## src/rtl/pipe_skid_reg_if.sv

```systemverilog
// Handshake bundle between two pipeline stages and the stage register between them.
// Parameters: CTRL_W control-bundle width, DATA_W data-bundle width.
// Signals:    in_valid/in_ready/in_ctrl/in_data   upstream side
//             out_valid/out_ready/out_ctrl/out_data downstream side
// Modports:   slave  - the stage register (accepts upstream, presents downstream)
//             master - the surrounding stages (drive upstream, consume downstream)
interface pipe_skid_reg_if #(
    parameter int unsigned CTRL_W = 9,
    parameter int unsigned DATA_W = 143
);
    logic              in_valid;
    logic              in_ready;
    logic [CTRL_W-1:0] in_ctrl;
    logic [DATA_W-1:0] in_data;
    logic              out_valid;
    logic              out_ready;
    logic [CTRL_W-1:0] out_ctrl;
    logic [DATA_W-1:0] out_data;

    modport slave (
        input  in_valid, in_ctrl, in_data, out_ready,
        output in_ready, out_valid, out_ctrl, out_data
    );

    modport master (
        output in_valid, in_ctrl, in_data, out_ready,
        input  in_ready, out_valid, out_ctrl, out_data
    );
endinterface

```

## src/rtl/pipe_skid_reg.sv

```systemverilog
// Pipeline-stage register with a two-entry skid buffer and synchronous flush.
// Carries one control and one data bundle per beat over valid/ready; in_ready is
// a flop so no combinational path exists from out_ready back to in_ready.
// Ports: clk   - clock, rising edge
//        rst   - asynchronous active-high reset
//        flush - synchronous squash, leaves a bubble (control bits zero)
//        bus   - pipe_skid_reg_if.slave handshake bundle
// Build option: PIPE_SKID_REG_DATA_CLR_EN clears the data registers on rst and
// flush; when undefined the data registers have no reset and ignore flush.
module pipe_skid_reg #(
    parameter int unsigned CTRL_W = 9,
    parameter int unsigned DATA_W = 143
) (
    input  logic            clk,
    input  logic            rst,
    input  logic            flush,
    pipe_skid_reg_if.slave  bus
);

    typedef enum logic [1:0] {
        EMPTY = 2'd0,
        FULL  = 2'd1,
        SKID  = 2'd2
    } state_t;

    state_t            state, state_n;
    logic              m_valid, m_valid_n;
    logic              in_ready_q, in_ready_n;
    logic [CTRL_W-1:0] m_ctrl, m_ctrl_n, s_ctrl, s_ctrl_n;
    logic [DATA_W-1:0] m_data, m_data_n, s_data, s_data_n;
    logic              accept, pop;

    assign accept = bus.in_valid & in_ready_q;
    assign pop    = m_valid & bus.out_ready;

    // State, valid and ready flops
    always_ff @(posedge clk or posedge rst) begin
        if (rst) begin
            state      <= EMPTY;
            m_valid    <= 1'b0;
            in_ready_q <= 1'b1;
        end else begin
            state      <= state_n;
            m_valid    <= m_valid_n;
            in_ready_q <= in_ready_n;
        end
    end

    // Control bundles always clear so a bubble decodes as a NOP
    always_ff @(posedge clk or posedge rst) begin
        if (rst) begin
            m_ctrl <= '0;
            s_ctrl <= '0;
        end else begin
            m_ctrl <= m_ctrl_n;
            s_ctrl <= s_ctrl_n;
        end
    end

`ifdef PIPE_SKID_REG_DATA_CLR_EN
    // Data bundles with reset
    always_ff @(posedge clk or posedge rst) begin
        if (rst) begin
            m_data <= '0;
            s_data <= '0;
        end else begin
            m_data <= m_data_n;
            s_data <= s_data_n;
        end
    end
`else
    // Data bundles without reset; contents are don't-care while out_valid is low
    always_ff @(posedge clk) begin
        m_data <= m_data_n;
        s_data <= s_data_n;
    end
`endif

    // Next-state and register loads
    always_comb begin
        state_n  = state;
        m_ctrl_n = m_ctrl;
        s_ctrl_n = s_ctrl;
        m_data_n = m_data;
        s_data_n = s_data;

        case (state)
            EMPTY: begin
                if (accept) begin
                    m_ctrl_n = bus.in_ctrl;
                    m_data_n = bus.in_data;
                    state_n  = FULL;
                end
            end
            FULL: begin
                if (pop && accept) begin
                    m_ctrl_n = bus.in_ctrl;
                    m_data_n = bus.in_data;
                end else if (pop) begin
                    m_ctrl_n = '0;
                    state_n  = EMPTY;
                end else if (accept) begin
                    s_ctrl_n = bus.in_ctrl;
                    s_data_n = bus.in_data;
                    state_n  = SKID;
                end
            end
            SKID: begin
                if (pop) begin
                    m_ctrl_n = s_ctrl;
                    m_data_n = s_data;
                    s_ctrl_n = '0;
                    state_n  = FULL;
                end
            end
            default: begin
                m_ctrl_n = '0;
                s_ctrl_n = '0;
                state_n  = EMPTY;
            end
        endcase

        // Flush overrides the handshake; a same-cycle pop has already been sampled
        if (flush) begin
            state_n  = EMPTY;
            m_ctrl_n = '0;
            s_ctrl_n = '0;
`ifdef PIPE_SKID_REG_DATA_CLR_EN
            m_data_n = '0;
            s_data_n = '0;
`endif
        end

        m_valid_n  = (state_n != EMPTY);
        in_ready_n = (state_n != SKID);
    end

    assign bus.in_ready  = in_ready_q;
    assign bus.out_valid = m_valid;
    assign bus.out_ctrl  = m_ctrl;
    assign bus.out_data  = m_data;

endmodule
```

## src/flat_wrapper.sv

```systemverilog
// flat-port wrapper written by rule: the top's interface ports become plain ports
module pipe_skid_reg_flat 
#(
    parameter int unsigned CTRL_W = 9,
    parameter int unsigned DATA_W = 143
)
  (clk, rst, flush, bus_in_valid, bus_in_ctrl, bus_in_data, bus_out_ready, bus_in_ready, bus_out_valid, bus_out_ctrl, bus_out_data);
  pipe_skid_reg_if #(.CTRL_W(CTRL_W), .DATA_W(DATA_W)) bus_i ();
  input  logic clk;
  input  logic rst;
  input  logic flush;
  input wire logic [$bits(bus_i.in_valid)-1:0] bus_in_valid;
  input wire logic [$bits(bus_i.in_ctrl)-1:0] bus_in_ctrl;
  input wire logic [$bits(bus_i.in_data)-1:0] bus_in_data;
  input wire logic [$bits(bus_i.out_ready)-1:0] bus_out_ready;
  output wire logic [$bits(bus_i.in_ready)-1:0] bus_in_ready;
  output wire logic [$bits(bus_i.out_valid)-1:0] bus_out_valid;
  output wire logic [$bits(bus_i.out_ctrl)-1:0] bus_out_ctrl;
  output wire logic [$bits(bus_i.out_data)-1:0] bus_out_data;
  assign bus_i.in_valid = bus_in_valid;
  assign bus_i.in_ctrl = bus_in_ctrl;
  assign bus_i.in_data = bus_in_data;
  assign bus_i.out_ready = bus_out_ready;
  assign bus_in_ready = bus_i.in_ready;
  assign bus_out_valid = bus_i.out_valid;
  assign bus_out_ctrl = bus_i.out_ctrl;
  assign bus_out_data = bus_i.out_data;
  pipe_skid_reg #(.CTRL_W(CTRL_W), .DATA_W(DATA_W)) u_core (.clk(clk), .rst(rst), .flush(flush), .bus(bus_i));
endmodule
```

## config.mk

```make
export PLATFORM = sky130hd
export DESIGN_NAME = pipe_skid_reg_flat
export DESIGN_NICKNAME = d
export VERILOG_FILES = /design/src/rtl/pipe_skid_reg_if.sv /design/src/rtl/pipe_skid_reg.sv /design/src/flat_wrapper.sv
export SDC_FILE = /design/constraint.sdc
export NUM_CORES = 1
export LEC_CHECK = 0
export ABC_CLOCK_PERIOD_IN_PS = 29200
export BUFFER_PORTS_ARGS = -buffer_cell sky130_fd_sc_hd__buf_2
export CORE_ASPECT_RATIO = 1.5
export CORE_MARGIN = 8
export CORE_UTILIZATION = 56
export CTS_CLUSTER_SIZE = 20
export DETAILED_ROUTE_END_ITERATION = 6
export PLACE_DENSITY = 0.84
export SETUP_SLACK_MARGIN = 0.15
export SYNTH_ARGS = -nofsm -noshare
export SYNTH_HDL_FRONTEND = slang
export SYNTH_SLANG_ARGS = --single-unit
export TNS_END_PERCENT = 50
```

## constraint.sdc

```tcl
create_clock -name clk -period 29.2 [get_ports clk]
set_input_delay 5.84 -clock clk [delete_from_list [all_inputs] [get_ports clk]]
set_output_delay 5.84 -clock clk [all_outputs]
set_load 0.03 [all_outputs]
```

==> summary.md <==
| Metric | Value |
|---|---|
| Largest net degree at the start of global routing | 87 |
| Avg Cell Area, Syn | about 13 um2 |
| Die area | approximately 26,000 um2 |
| CTS Hold Bufs | 0 |
| Cell Area, Synth | between 10,000 and 15,000 um2 |
| Cells after Synth | 854 |
| Number of setup violations in the final report | 0 |
| Worst path bufs/invs | 3 |
| Clock-pin transition on the worst setup and hold timing paths | around 0.070 ns |
| Number of stages on the worst hold path | 1 |
| Iteration-0 DRC Markers | roughly 670 |
| Rows | 64 |
| Cell family with most CP delay | buffers and inverters |
| Crit path depth | 5 |
| Startpoint Class | primary input |
| Drt pass-1 iters | 5 |
| Hold Fails Final Rpt | 0 |
| Core box area | about 20,000 um2 |
| Sink Count | about 300 |
| Area growth from synthesis to layout | 23.4% |
| Pin slew with the least headroom to its limit | ~1.1 ns |
| Post-synth top flop | edfxtp_1 |
| CP Max Fanout | a little under 70 |
| # port buffers | between 300 and 400 |
| Post-DRT Antenna Nets | 0 |
| Via Count | around 7,500 |
| Netlist cell types | 31 |
| Setup CP Type | in -> reg |
| Area of the multi-input gates | roughly 2200 um2 |
| VDD IR max | 0.0468 mV |
| Top post-synthesis cells by area | edfxtp_1 (75%), nand2_1 (14%), dfrtp_1 (4.6%) |
| CTS tree | built |
| CP cell instances | buf_2, and2_1, nor3_2, buf_4, buf_4 |
| Number of fillers in the final layout | roughly 1,400 |
| CP dominant cell by count | buf_4 |
| Overall Power | between 1 and 1.5 mW |
| Unrepaired setup endpoints after global routing | no |
| Number of flops mapped to enable cells by yosys | around 290 |
| Total negative slack | 0 ns |
| Die span in x | 133 um |
| Initial core utilization | between 50% and 60% |
| Drt via density | 5.15 |
| Vert. Die Dim | 192 um |
| Required @ worst endpoint | approximately 30 ns |
| CTS root buffer | clkbuf_16 |
| Dpl hpwl | approximately 18 mm |
| Final GP Congestion | approximately 0.84 |
| Final Max Slew Viols | 0 |
| First-pass GRT wire length | just over 40 mm |
| Commonest cells post-synth | nand2_1 (443), edfxtp_1 (286), dfrtp_1 (21) |
| Nets@finish | between 1,000 and 1,500 |
| Synth area leader | edfxtp_1 |
| CP endpoint kind | flip-flop |
| Htree depth | 1 |
| Sequential Area | around 9000 um2 |
| Layout cells sized above 1 | between 30 and 40% |
| Slowest cell on the critical path | buf_4 |
| Fin Clk Skew | approximately 0.014 ns |
| Synth Net Count | between 1,000 and 1,500 |
| HP Class | reg -> reg |
| MaxCap Viol Count | 0 |
| Detailed-route wire length | ~27 mm |
| Vias in the first global route | 7,807 |
| Post-synth top area share | 74.6% |
| PwrDens | about 76 nW/um2 |
| Leak | roughly 6.1 nW |
| Yosys Warn Count | 0 |
| Total track usage | 20.4% |
| Post-CTS Resized | 0 |
| Drt wl/cell | 18.8 um |
| Worst path max stage delay | about 0.81 ns |
| Clock Latency Late Sink | approximately 0.52 ns |
| Rel. slew slack | roughly 28% |
| Fraction of registers with async set or reset after synthesis | 7.14% |
| DRC viols | 0 |
| Fin Hold WS | around 0.50 ns |
| Critical path arrival | roughly 8.5 ns |
| I/O pin count | between 300 and 400 |
| Sequential fraction of the synthesis area | between 70% and 80% |
| Fin crit share | between 20 and 30% |
| CTS buffer count | 28 |
| Clock Tree Buf Depth | 3 |
| Post-CTS Setup Inserts | 0 |
| Status | finished, final reports clean |
| Tmin final | about 8.3 ns |
| Max Fclk | 120 MHz |
| R2r worst-path depth | 4 |
| Initial antenna violation count | 6 |
| Remaining Overflow, GRT | 0 |
| #FFs+latches synth | slightly above 300 |
| Count leader, synth | nand2_1 |
stage by stage:
step           std cells  cell area (um2)  setup slack (ns)  utilization [%]
3_3_place_gp        1397            13300             20.35             65.6
2_1_floorplan        854            11500             12.31                -
4_1_cts             1449            14200             20.86             70.1
6_report            1453            14200             20.86             70.2
5_1_grt             1453            14200             20.67             70.2
3_5_place_dp        1397            13300             20.30             65.6
worst register-to-register path, stage by stage, from the launching register on:
cell      delay (ns)
dfrtp_1         0.57
nand2b_1        0.31
nor3_2          0.61
buf_4           0.81
buf_4           0.83
report_power, final:
group	total, mW	switching, mW	internal (mW)
sequential	0.552	0.0143	0.538
combinational	0.167	0.126	0.0412
clock	0.357	0.157	0.199
sequential cells by signal, indices dropped and copies added (netlist names):
signal                flops
u_core.state              2
u_core.bus.in_ready       1
u_core.bus.out_valid      1
u_core.bus.out_ctrl       9
u_core.s_ctrl             9
u_core.bus.out_data     143
u_core.s_data           143
path summary, 6_finish.rpt:
check / startpoint / slack [ns] / endpoint
worst max-delay path: bus_out_ready / 20.86 / u_core.s_data[133]
worst min-delay path: u_core.bus.out_ctrl[6] / 0.50 / u_core.bus.out_ctrl[6]
worst max register to register: u_core.state[1] / 25.61 / u_core.s_data[133]
worst min register to register: u_core.bus.out_ctrl[6] / 0.50 / u_core.bus.out_ctrl[6]
max in group asynchronous: rst / 23.20 / u_core.s_ctrl[5]
min in group asynchronous: rst / 5.47 / u_core.s_ctrl[8]
placed cells by master (no fill, tap or decap), types with 2 or more instances in the layout:
cell type	n
o21ai_1	3
clkinv_2	10
dfrtp_1	21
mux2i_1	10
diode_2	4
clkinvlp_4	4
nand2_1	443
inv_1	11
nor2_1	5
clkinv_1	2
edfxtp_1	286
o2bb2ai_2	9
clkbuf_16	32
buf_4	7
nor2_2	2
a22oi_1	8
buf_2	310
cells by family (layout without fill, tap and decap cells):
kind of cell           Yosys count  after routing  share of synthesized area, %
multiplexers                    10             10                         0.869
AND/OR/NAND/NOR                458            458                          15.2
flip-flops                     308            308                          79.4
AO/OA/AOI/OAI                   29             29                          2.54
buffers and inverters           49            380                          2.06
other                            0              4                             0
per-layer routing:
| layer | global-route usage [%] | wire [um] |
|---|---|---|
| met5 | 0 | 22 |
| met2 | 36.0 | 14400 |
| met3 | 4.66 | 1910 |
| met4 | 10.8 | 1210 |
| met1 | 22.6 | 9680 |
final cells by class:
class / count / area share, %
antenna: 4 / 0.0704
clock buffer: 33 / 5.66
clock inverter: 19 / 0.836
inverter: 11 / 0.290
multi-input combinational: 497 / 15.3
sequential: 308 / 64.3
tap: 264 / 2.32
timing repair buffer: 317 / 11.3
(Power assumes the default switching activity.)
